==> config.mk <==
export PLATFORM = sky130hd
export DESIGN_NAME = sort_splitter
export DESIGN_NICKNAME = d
export VERILOG_FILES = /design/src/rtl/sort_splitter.sv
export SDC_FILE = /design/constraint.sdc
export NUM_CORES = 1
export LEC_CHECK = 0
export ABC_CLOCK_PERIOD_IN_PS = 8000
export CORE_MARGIN = 3
export CORE_UTILIZATION = 50
export CTS_BUF_LIST = sky130_fd_sc_hd__clkbuf_4
export DETAILED_ROUTE_END_ITERATION = 6
export PLACE_DENSITY = 0.74
export SYNTH_ARGS = -nofsm -noshare
export SYNTH_HDL_FRONTEND = slang
export SYNTH_SLANG_ARGS = --single-unit
==> constraint.sdc <==
create_clock -name clk -period 8 [get_ports clk]
set_input_delay 1.2 -clock clk [delete_from_list [all_inputs] [get_ports clk]]
set_output_delay 1.2 -clock clk [all_outputs]
set_load 0.02 [all_outputs]
==> src/rtl/sort_splitter.sv <==
// Routes each upstream word by its key field into one of two 2-entry output FIFOs.
// The input stalls whenever the FIFO for the presented word is full; the other stream is never bypassed.

module sort_splitter_fifo #(
  parameter int W = 12
) (
  input  logic         clk,
  input  logic         reset,
  input  logic         push,
  input  logic [W-1:0] din,
  input  logic         inRead,
  output logic [W-1:0] dout,
  output logic         vout,
  output logic         blocked
);

  typedef enum logic [1:0] {
    EMPTY = 2'd0,
    ONE   = 2'd1,
    FULL  = 2'd2
  } occ_t;

  occ_t         occ;
  logic [W-1:0] tail;
  logic         pop;

  assign pop = vout && inRead;
  // A same-cycle pop frees the slot the incoming word needs.
  assign blocked = (occ == FULL) && !pop;

  // The head register drives the outputs directly; an empty FIFO shows all ones.
  always_ff @(posedge clk) begin
    if (reset) begin
      occ  <= EMPTY;
      vout <= 1'b0;
      dout <= '1;
    end else begin
      unique case (occ)
        EMPTY: begin
          if (push) begin
            dout <= din;
            vout <= 1'b1;
            occ  <= ONE;
          end
        end
        ONE: begin
          if (push && pop) begin
            dout <= din;
          end else if (push) begin
            occ <= FULL;
          end else if (pop) begin
            dout <= '1;
            vout <= 1'b0;
            occ  <= EMPTY;
          end
        end
        FULL: begin
          if (pop) begin
            dout <= tail;
            if (!push) occ <= ONE;
          end
        end
        default: occ <= EMPTY;
      endcase
    end
  end

  // NOTE: the second slot is pure storage gated by occupancy, so it needs no reset.
  always_ff @(posedge clk) begin
    if (push && (((occ == ONE) && !pop) || ((occ == FULL) && pop))) begin
      tail <= din;
    end
  end

endmodule

module sort_splitter #(
  parameter int DATA_WIDTH = 12,
  parameter int ACTIVE_MSB = 11,
  parameter int ACTIVE_LSB = 6,
  localparam int KW = ACTIVE_MSB - ACTIVE_LSB + 1
) (
  input  logic                  clk,
  input  logic                  reset,
  input  logic                  en,
  input  logic [KW-1:0]         split,
  input  logic [DATA_WIDTH-1:0] in,
  input  logic                  valid_i,
  output logic                  outread,
  output logic [DATA_WIDTH-1:0] outA,
  output logic                  voutA,
  input  logic                  inReadA,
  output logic [DATA_WIDTH-1:0] outB,
  output logic                  voutB,
  input  logic                  inReadB,
  output logic [7:0]            cntA,
  output logic [7:0]            cntB
);

  logic [KW-1:0] key;
  logic          toA;
  logic          blockedA;
  logic          blockedB;
  logic          pushA;
  logic          pushB;

  assign key = in[ACTIVE_MSB:ACTIVE_LSB];
  assign toA = key < split;

  // NOTE: outread is combinational, so it is gated by reset explicitly rather than by a register.
  assign outread = !reset && valid_i && en && (toA ? !blockedA : !blockedB);
  assign pushA   = outread && toA;
  assign pushB   = outread && !toA;

  sort_splitter_fifo #(.W(DATA_WIDTH)) fifoA (
    .clk     (clk),
    .reset   (reset),
    .push    (pushA),
    .din     (in),
    .inRead  (inReadA),
    .dout    (outA),
    .vout    (voutA),
    .blocked (blockedA)
  );

  sort_splitter_fifo #(.W(DATA_WIDTH)) fifoB (
    .clk     (clk),
    .reset   (reset),
    .push    (pushB),
    .din     (in),
    .inRead  (inReadB),
    .dout    (outB),
    .vout    (voutB),
    .blocked (blockedB)
  );

  // Acceptance counters wrap naturally at 8 bits.
  always_ff @(posedge clk) begin
    if (reset) begin
      cntA <= '0;
      cntB <= '0;
    end else begin
      if (pushA) cntA <= cntA + 8'd1;
      if (pushB) cntB <= cntB + 8'd1;
    end
  end

endmodule

==> impl_metrics.tcl <==
set metrics [dict create \
    outcome "finished clean" \
    grt_max_degree 36 \
    vias 3168 \
    seq_power_share_pct 36.2 \
    fin_crit_ns 5.21 \
    use_met3_pct 3.25 \
    met2_usage_pct 31.3 \
    coreArea_mm2 0.00729 \
    synth_seq_area_share_pct 43.6 \
    async_flop_share_pct 0 \
    overflow 0 \
    crit_required_ns 6.80 \
    setup_viol 0 \
    cp_max_fo 11 \
    cts_buffers 9 \
    drive_above_1_share_pct 11.5 \
    clock_latency_ns 0.41 \
    critPathCaptureType "output port" \
    io_pins 67 \
    initial_utilization_pct 51.6 \
    grt_pass1_wl_um 14200 \
    cts_tree "done" \
    yosysTopAreaCellShare_pct 24.5 \
    ant_nets 0 \
    synth_top_area_cell "dfxtp_1" \
    syn_to_final_growth_pct 23.9 \
    p_leak_nw 1.61 \
    fill_cells 664 \
    crit_chain "clkdlybuf4s50_1 -> ha_1 -> a21oi_1 -> o21ai_2 -> a21oi_2 -> nor2b_1 -> a311oi_1 -> clkdlybuf4s50_1" \
    power.density_mw_per_mm2 269 \
    regArea_mm2 0.00164 \
    internal_power_w 0.000820 \
    cts_resized 0 \
    skew_ns 0.0157 \
    die_w_um 92.8 \
    antenna_found_initial 0 \
    slew_headroom_pct 21.1 \
    synth_area_mm2 0.00376 \
    power.total_w 0.00126 \
    worst_slew_pin_slew_ns 1.18 \
    multiInputGateArea_mm2 0.00194 \
    wl_per_cell_um 15.0 \
    syn-num-nets 448 \
    ir_drop_mv 0.164 \
    syn_inst 408 \
    synth-seq-cells 70 \
    reg2reg_depth 6 \
    crit_path_max_incr_delay_ns 0.67 \
    grt_pass1_vias 2899 \
    crit_type "in -> out" \
    avgSynthCellArea_um2 9.22 \
    crit_family "buffers and inverters" \
    layout_commonest_cell "clkdlybuf4s50_1" \
    switching_power_w 0.000437 \
    via_per_inst 5.57 \
    num_rows 31 \
    num_antenna_cells 0 \
    fp.dieH_um 92.8 \
    clk_pin_slew_ns 0.12 \
    cts_num_sinks 70 \
    hpwlAfterDp_um 6050 \
    r2r_slack_ns 5.11 \
    synth-main-ff-cell "dfxtp_1" \
    ys_types 63 \
    drcViolationCount 0 \
    rsz0062_at_grt "false" \
    tns_ns 0 \
    dr.first_iter.drc_count 162 \
    cts_htree_levels 3 \
    switching_share_pct 34.8 \
    ys_warn_count 0 \
    crit_arrival_ns 4.01 \
    combPwrFrac_pct 38.1 \
    finalCritPeriodShare_pct 65.1 \
    final_cell_mix "clkdlybuf4s50_1, nand2_1, a21oi_1" \
    synth_edf_count 24 \
    grt_use_met1_pct 29.6 \
    dr.pass1.iters 5 \
    start_kind "primary input" \
    final_nets 505 \
    cpMostUsedCell "clkdlybuf4s50_1" \
    hold_depth 2 \
    busiest_layer "met2" \
    hold_viol_final 0 \
    synthTopCellsByArea "dfxtp_1, edfxtp_1, a21oi_1, nand2_1, ha_1" \
    hold_path.class "reg -> reg" \
    die_area_mm2 0.00860 \
    portBuffers 66 \
    cts_max_path_buffers 2 \
    clkPwrFrac_pct 25.7 \
    gp_congestion 0.788 \
    routed_wl_um 8550 \
    fmax_ghz 0.192 \
    cts_root_buf "clkbuf_4" \
    slowest_stage "clkdlybuf4s50_1" \
    critical_path_depth 8 \
    cts_setup_buffers 0 \
    path_buf_inv 2 \
    track_usage_pct 20.5 \
    cap_violations 0 \
    holdBufCountCts 0 \
    slew_violations 0 \
]
[power by group through the flow]
stage / logic, W / registers [W] / clock network, W
finish: 0.000479 / 0.000455 / 0.000323
global route: 0.000523 / 0.000461 / 0.000344
CTS: 0.000480 / 0.000454 / 0.000328
detailed placement: 0.000478 / 0.000462 / 0
global placement: 0.000470 / 0.000461 / 0
floorplan: 0.000268 / 0.000517 / 0
[logic make-up after synthesis]
kind of cell,synth area share [%]
AO/OA/AOI/OAI,26.5
XOR/XNOR,2.09
adder cells (fa/ha/maj),5.32
buffers and inverters,4.79
flip-flops,43.6
multiplexers,1.40
AND/OR/NAND/NOR,16.3
[final timing paths]
check,startpoint,endpoint
min reg2reg,fifoA.dout[8],fifoA.dout[8]
min,fifoA.dout[8],fifoA.dout[8]
max reg2reg,fifoA.occ[0],fifoA.dout[7]
max,in[9],outread
[metal layers]
| layer | up-vias | routed length (um) |
|---|---|---|
| li1 | 1592 | - |
| met1 | 1466 | 4130 |
| met2 | 97 | 3910 |
| met3 | 13 | 378 |
| met4 | 0 | 134 |
| met5 | - | 0 |
[synthesized netlist by cell type, types with 8 or more instances]
| cell type | instances |
|---|---|
| a21o_1 | 10 |
| a21oi_1 | 52 |
| a21oi_2 | 10 |
| clkbuf_1 | 14 |
| dfxtp_1 | 46 |
| edfxtp_1 | 24 |
| ha_1 | 16 |
| inv_1 | 14 |
| nand2_1 | 64 |
| nand3_1 | 8 |
| nor2_1 | 19 |
| nor3_1 | 8 |
| o211ai_1 | 10 |
| o21ai_0 | 23 |
| o31ai_2 | 8 |
[registers in the layout, summed over array words and instances (netlist names)]
register and flops:
fifoA.dout 12, fifoA.tail 12, fifoB.dout 12, fifoB.tail 12
cntA 8, cntB 8, fifoA.occ 2, fifoB.occ 2
fifoA.vout 1, fifoB.vout 1
[metrics by stage]
step	cells	utilization, %	hold slack (ns)	setup WS, ns	cell area, um^2
global placement	553	61.1	0.448	2.87	4460
finish	569	64.0	0.484	2.79	4660
global route	569	64.0	0.514	2.64	4660
CTS	569	64.0	0.483	2.79	4660
detailed placement	553	61.1	0.453	2.79	4460
floorplan	408	-	0.471	4.01	3760
[worst register-to-register path: stages (launching register included)]
cell	delay [ns]
dfxtp_1	0.36
inv_1	0.11
ha_1	0.83
or2_2	0.27
a221o_1	0.94
a21oi_1	0.18
o31ai_1	0.11
[final cells by class]
class                           count  area share [%]
Clock inverter                      6            2.87
Timing Repair Buffer               70            14.8
Inverter                           15            1.23
Clock buffer                       10            1.61
Tap cell                           99            2.66
Sequential cell                    70            35.2
Multi-Input combinational cell    299            41.6
Note: power is estimated with default switching activity, not from simulation.
